File: config.mk
export PLATFORM = sky130hd
export DESIGN_NAME = dpram_fifo_ctrl_flat
export DESIGN_NICKNAME = d
export VERILOG_FILES = /design/src/rtl/dpram_fifo_ctrl_if.sv /design/src/rtl/dpram_fifo_ctrl.sv /design/src/flat_wrapper.sv
export SDC_FILE = /design/constraint.sdc
export NUM_CORES = 1
export LEC_CHECK = 0
export ABC_CLOCK_PERIOD_IN_PS = 2800
export BUFFER_PORTS_ARGS = -buffer_cell sky130_fd_sc_hd__buf_2
export CORE_AREA = 5 5 66 112
export CTS_CLUSTER_DIAMETER = 50
export DETAILED_ROUTE_END_ITERATION = 16
export DIE_AREA = 0 0 71 117
export GPL_ROUTABILITY_DRIVEN = 1
export PLACE_DENSITY = 0.75
export SETUP_SLACK_MARGIN = 0.02
export SLEW_MARGIN = 30
export SYNTH_ARGS = -nofsm -noshare
export SYNTH_HDL_FRONTEND = slang
export SYNTH_SLANG_ARGS = --single-unit
File: constraint.sdc
create_clock -name clk -period 2.8 [get_ports clk]
set_clock_uncertainty 0.05 [all_clocks]
set_input_delay 0.14 -clock clk [delete_from_list [all_inputs] [get_ports clk]]
set_output_delay 0.14 -clock clk [all_outputs]
set_load 0.005 [all_outputs]
File: src/rtl/dpram_fifo_ctrl_if.sv
// Bus bundle between the FIFO controller, its user and the dual-port RAM.
// DPRAM_FIFO_CTRL_ERR_FLAG_EN adds the sticky overflow/underflow flags.
interface dpram_fifo_ctrl_if #(
  parameter int DATA_WIDTH = 32,
  parameter int ADDR_WIDTH = 10
);
  logic                  push;
  logic [DATA_WIDTH-1:0] wr_data;
  logic                  pop;
  logic [DATA_WIDTH-1:0] rd_data;
  logic                  rd_valid;
  logic                  full;
  logic                  empty;
  logic [ADDR_WIDTH:0]   count;
  logic                  ram_wen;
  logic [ADDR_WIDTH-1:0] ram_waddr;
  logic [DATA_WIDTH-1:0] ram_d_in;
  logic                  ram_ren;
  logic [ADDR_WIDTH-1:0] ram_raddr;
  logic [DATA_WIDTH-1:0] ram_d_out;
`ifdef DPRAM_FIFO_CTRL_ERR_FLAG_EN
  logic                  overflow;
  logic                  underflow;
`endif

  // Handshake: a request is taken on a rising edge when push (pop) is high and
  // full (empty) is low; rd_valid marks rd_data exactly one cycle after a taken pop.
`ifdef DPRAM_FIFO_CTRL_ERR_FLAG_EN
  modport slave (
    input  push, wr_data, pop, ram_d_out,
    output rd_data, rd_valid, full, empty, count,
    output ram_wen, ram_waddr, ram_d_in, ram_ren, ram_raddr,
    output overflow, underflow
  );
  modport master (
    output push, wr_data, pop, ram_d_out,
    input  rd_data, rd_valid, full, empty, count,
    input  ram_wen, ram_waddr, ram_d_in, ram_ren, ram_raddr,
    input  overflow, underflow
  );
`else
  modport slave (
    input  push, wr_data, pop, ram_d_out,
    output rd_data, rd_valid, full, empty, count,
    output ram_wen, ram_waddr, ram_d_in, ram_ren, ram_raddr
  );
  modport master (
    output push, wr_data, pop, ram_d_out,
    input  rd_data, rd_valid, full, empty, count,
    input  ram_wen, ram_waddr, ram_d_in, ram_ren, ram_raddr
  );
`endif
endinterface

File: src/rtl/dpram_fifo_ctrl.sv
// FIFO pointer/occupancy controller around an external dual-port RAM with one-cycle read latency.
// Optional sticky error flags are enabled by defining DPRAM_FIFO_CTRL_ERR_FLAG_EN.
module dpram_fifo_ctrl #(
  parameter int DATA_WIDTH = 32,
  parameter int ADDR_WIDTH = 10
) (
  input  logic               clk,
  input  logic               rst_n,
  dpram_fifo_ctrl_if.slave   bus
);
  localparam logic [ADDR_WIDTH:0] DEPTH_CNT = {1'b1, {ADDR_WIDTH{1'b0}}};

  logic [ADDR_WIDTH-1:0] wptr_q, wptr_d;
  logic [ADDR_WIDTH-1:0] rptr_q, rptr_d;
  logic [ADDR_WIDTH:0]   count_q, count_d;
  logic                  rd_valid_q;
  logic                  full, empty;
  logic                  push_acc, pop_acc;

  // Flags come only from registered occupancy, so push/pop never loop back into them.
  assign full  = (count_q == DEPTH_CNT);
  assign empty = (count_q == '0);

  // Gating with rst_n keeps the RAM ports quiet while reset is held.
  assign push_acc = rst_n & bus.push & ~full;
  assign pop_acc  = rst_n & bus.pop  & ~empty;

  always_comb begin
    wptr_d  = wptr_q + ADDR_WIDTH'(push_acc);
    rptr_d  = rptr_q + ADDR_WIDTH'(pop_acc);
    count_d = count_q;
    case ({push_acc, pop_acc})
      2'b10:   count_d = count_q + 1'b1;
      2'b01:   count_d = count_q - 1'b1;
      default: count_d = count_q;
    endcase
  end

  always_ff @(posedge clk) begin
    if (!rst_n) begin
      wptr_q     <= '0;
      rptr_q     <= '0;
      count_q    <= '0;
      rd_valid_q <= 1'b0;
    end else begin
      wptr_q     <= wptr_d;
      rptr_q     <= rptr_d;
      count_q    <= count_d;
      rd_valid_q <= pop_acc;
    end
  end

  assign bus.ram_wen   = push_acc;
  assign bus.ram_waddr = wptr_q;
  assign bus.ram_d_in  = bus.wr_data;
  assign bus.ram_ren   = pop_acc;
  assign bus.ram_raddr = rptr_q;
  assign bus.rd_data   = bus.ram_d_out;
  assign bus.rd_valid  = rd_valid_q;
  assign bus.full      = full;
  assign bus.empty     = empty;
  assign bus.count     = count_q;

`ifdef DPRAM_FIFO_CTRL_ERR_FLAG_EN
  logic overflow_q, overflow_d;
  logic underflow_q, underflow_d;

  always_comb begin
    overflow_d  = overflow_q  | (bus.push & full);
    underflow_d = underflow_q | (bus.pop & empty);
  end

  always_ff @(posedge clk) begin
    if (!rst_n) begin
      overflow_q  <= 1'b0;
      underflow_q <= 1'b0;
    end else begin
      overflow_q  <= overflow_d;
      underflow_q <= underflow_d;
    end
  end

  assign bus.overflow  = overflow_q;
  assign bus.underflow = underflow_q;
`endif
endmodule

File: src/flat_wrapper.sv
// flat-port wrapper written by rule: the top's interface ports become plain ports
module dpram_fifo_ctrl_flat 
#(
  parameter int DATA_WIDTH = 32,
  parameter int ADDR_WIDTH = 10
)
  (clk, rst_n, bus_push, bus_wr_data, bus_pop, bus_ram_d_out, bus_rd_data, bus_rd_valid, bus_full, bus_empty, bus_count, bus_ram_wen, bus_ram_waddr, bus_ram_d_in, bus_ram_ren, bus_ram_raddr);
  dpram_fifo_ctrl_if #(.DATA_WIDTH(DATA_WIDTH), .ADDR_WIDTH(ADDR_WIDTH)) bus_i ();
  input  logic clk;
  input  logic rst_n;
  input wire logic [$bits(bus_i.push)-1:0] bus_push;
  input wire logic [$bits(bus_i.wr_data)-1:0] bus_wr_data;
  input wire logic [$bits(bus_i.pop)-1:0] bus_pop;
  input wire logic [$bits(bus_i.ram_d_out)-1:0] bus_ram_d_out;
  output wire logic [$bits(bus_i.rd_data)-1:0] bus_rd_data;
  output wire logic [$bits(bus_i.rd_valid)-1:0] bus_rd_valid;
  output wire logic [$bits(bus_i.full)-1:0] bus_full;
  output wire logic [$bits(bus_i.empty)-1:0] bus_empty;
  output wire logic [$bits(bus_i.count)-1:0] bus_count;
  output wire logic [$bits(bus_i.ram_wen)-1:0] bus_ram_wen;
  output wire logic [$bits(bus_i.ram_waddr)-1:0] bus_ram_waddr;
  output wire logic [$bits(bus_i.ram_d_in)-1:0] bus_ram_d_in;
  output wire logic [$bits(bus_i.ram_ren)-1:0] bus_ram_ren;
  output wire logic [$bits(bus_i.ram_raddr)-1:0] bus_ram_raddr;
  assign bus_i.push = bus_push;
  assign bus_i.wr_data = bus_wr_data;
  assign bus_i.pop = bus_pop;
  assign bus_i.ram_d_out = bus_ram_d_out;
  assign bus_rd_data = bus_i.rd_data;
  assign bus_rd_valid = bus_i.rd_valid;
  assign bus_full = bus_i.full;
  assign bus_empty = bus_i.empty;
  assign bus_count = bus_i.count;
  assign bus_ram_wen = bus_i.ram_wen;
  assign bus_ram_waddr = bus_i.ram_waddr;
  assign bus_ram_d_in = bus_i.ram_d_in;
  assign bus_ram_ren = bus_i.ram_ren;
  assign bus_ram_raddr = bus_i.ram_raddr;
  dpram_fifo_ctrl #(.DATA_WIDTH(DATA_WIDTH), .ADDR_WIDTH(ADDR_WIDTH)) u_core (.clk(clk), .rst_n(rst_n), .bus(bus_i));
endmodule
==> impl_metrics.ini <==
[status]
status = finished, final reports clean

[power_and_ir_drop]
vdd_ir_drop_max_uv = 309
p_comb_share_pct = 51.7
p_leak_nw = 1.27
swShare_pct = 31.5
internal_power_w = 0.00153
switching_power_w = 0.000703
power_density_mw_per_mm2 = 847
clockPowerShare_pct = 23.8
p_seq_share_pct = 24.5

[cts]
cts_tree = done
insertion_delay_ns = 0.27
clk_pin_slew_ns = 0.05
clkSinkCount = 32
tritoncts.num_buffers = 5
root_buffer = clkbuf_16
cts_buffer_depth = 2
h-tree-depth = 2

[worst_setup_path]
cp-startpoint = u_core.bus.count[9]
critPathLaunchType = flip-flop
crit_fanout = 7
worstSetupPathType = reg2reg
required_ns = 2.95
arrival_ns = 2.81
crit-reg2reg-launch = u_core.bus.count[9]
cp-end-kind = flip-flop

[place]
portBuffers = 39
dpl.hpwl_mm = 4.25
place_area_mm2 = 0.00226
dp_cells = 340
gp_congestion = 0.810

[synth]
yosysSeqAreaShare_pct = 28.2
netlist-cell-type-count = 36
yosys_most_used_dff = dfxtp_1
synth_top_cell_by_area = dfxtp_1
synth-edff-count = 0
syn_area_per_cell_um2 = 8.59
async_reset_ff_share_pct = 0
synth.ff_latch_count = 32
synthesis.area_mm2 = 0.00227
synth_cells = 264
synth_fp_nets = 347
synth.top_cells.by_area = dfxtp_1, buf_4, ha_1, and2_1, xnor2_1
netlist.area_leader.share_pct = 28.2
yosys_warnings = 0

[timing]
finalMaxSlewViolations = 0
relSlewSlack_pct = 76.8
final.setup.tns_ns = 0
rsz0062_at_grt = yes
hold_viol = 0
setup_viol = 0
post-route-period-util_pct = 94.8
fmax_ghz = 0.377
tightest_slew_ns = 0.348
layout_min_cycle_time_ns = 2.66

[finish]
nNetsFinal = 359
design_area_mm2 = 0.00264
final_util_pct = 40.9
area_growth_pct = 16.2
insertedDiodeCount = 0
drive_gt1_share_pct = 38.6
final_cell_count_no_fill = 359
layout_commonest_cell = buf_2
mostFrequentLayoutCells = buf_2, buf_4, dfxtp_1

[detailed_routing]
drc = 0
drt_first_pass_iters = 4
vias = 1774
viasPerCell = 4.94
final_antenna_net_count = 0
wl_per_cell_um = 15.4
drt_iter0_drc = 62
drt_wl_total_mm = 5.53

[global_route]
gr-total-overflow = 0
grt_usage_pct = 13.6
antenna_found_initial = 0
grt_pass1_vias = 1871
grt_max_degree = 21
grt_first_pass_wirelength_mm = 8.75

[floorplan]
ios = 168
rows = 39
fp.dieW_um = 71
coreArea_mm2 = 0.00644
initial_core_util_pct = 35.2
die_y_um = 117
die-area_mm2 = 0.00831

[hold_path]
worstHoldPathType = in2reg
hold_path.startpoint = bus_pop

[flow_run]
cap_violations = 0
==> per-stage QoR <==
stage,setup slack (ns),hold slack [ns],total power [W]
after floorplan,0.0286,0.235,0.00101
after global placement,0.0139,0.230,0.00126
after detailed placement,-0.0654,0.230,0.00128
after CTS,0.00100,0.0725,0.00215
after global routing,0.00889,0.146,0.00237
final,0.145,0.0995,0.00223
==> power groups by stage <==
stage / clock network (W) / registers [W] / logic (W)
final: 0.000532 / 0.000547 / 0.00115
after global placement: 0 / 0.000544 / 0.000718
after global routing: 0.000563 / 0.000553 / 0.00126
after CTS: 0.000548 / 0.000544 / 0.00106
after floorplan: 0 / 0.000562 / 0.000450
after detailed placement: 0 / 0.000545 / 0.000733
==> cells by family (layout without fill, tap and decap cells) <==
| kind of cell | after synthesis | in the layout | synth area share (%) |
|---|---|---|---|
| and+or+nand+nor | 82 | 82 | 19.6 |
| buffers and inverters | 77 | 90 | 23.7 |
| AOI/OAI and AO/OA | 37 | 37 | 11.7 |
| DFF | 32 | 32 | 28.2 |
| xor gates and xnor gates | 19 | 19 | 7.34 |
| adders and majority gates | 15 | 15 | 8.60 |
| muxes | 2 | 2 | 0.883 |
==> metal layers <==
layer	up-vias	track usage (%)	share of wire [%]	routed length, µm
li1	855	-	-	-
met1	803	11.0	32	1750
met2	54	24.8	51	2830
met3	62	3.50	7.7	424
met4	0	14.6	9.6	533
met5	-	0	0	0
==> timing repair <==
item	CTS	global route
pin swaps	2	11
setup endpoints to repair	5	7
setup buffers	10	1
hold buffers	0	0
cloned	0	0
hold endpoints to repair	0	0
resized for setup	5	20
==> cell usage after synthesis (2+ instances only) <==
master and instances:
buf_4 64, dfxtp_1 32, and2_1 25, nand2_1 15, nand3_1 15, ha_1 14, xnor2_1 14, a21oi_1 8
and3_1 7, clkbuf_1 6, inv_1 6, nand4_1 6, o21ai_0 6, nor2_1 5, o21a_1 5, xor2_1 5
a21o_1 3, nor3_1 3, o31ai_1 3, a21boi_1 2, a21oi_2 2, mux2i_1 2, nor2b_1 2, nor4_1 2
==> area by class of cell <==
cell class                 instances  area [µm²]
inverter                           6        22.5
clock buffer                       8         146
timing repair buffer              76         473
fill                             656        3800
sequential                        32         642
multi-input combinational        155        1250
tap                               82         103
==> critical path, cell delays in order, from the launching register on <==
cell      delay (ns)
dfxtp_1         0.33
nor4_4          0.30
nand3_1         0.12
nor2_2          0.13
nor2_2          0.07
ha_4            0.19
buf_4           0.14
ha_1            0.20
a211o_1         0.31
a21oi_2         0.16
mux2i_1         0.11
a211oi_2        0.27
mux2i_1         0.19
==> path summary, 6_finish.rpt <==
| kind | to | slack (ns) | cells after the start |
|---|---|---|---|
| worst max register to register | u_core.bus.count[10] | 0.14 | 12 |
| worst max-delay path | u_core.bus.count[10] | 0.14 | 12 |
| worst min register to register | u_core.bus.count[10] | 0.46 | 2 |
| worst min-delay path | u_core.bus.rd_valid | 0.1 | 3 |
==> registers in the layout, indices dropped and copies added (netlist names) <==
| name | count |
|---|---|
| u_core.bus.count | 11 |
| u_core.bus.ram_raddr | 10 |
| u_core.bus.ram_waddr | 10 |
| u_core.bus.rd_valid | 1 |
Note: power is estimated with default switching activity, not from simulation.
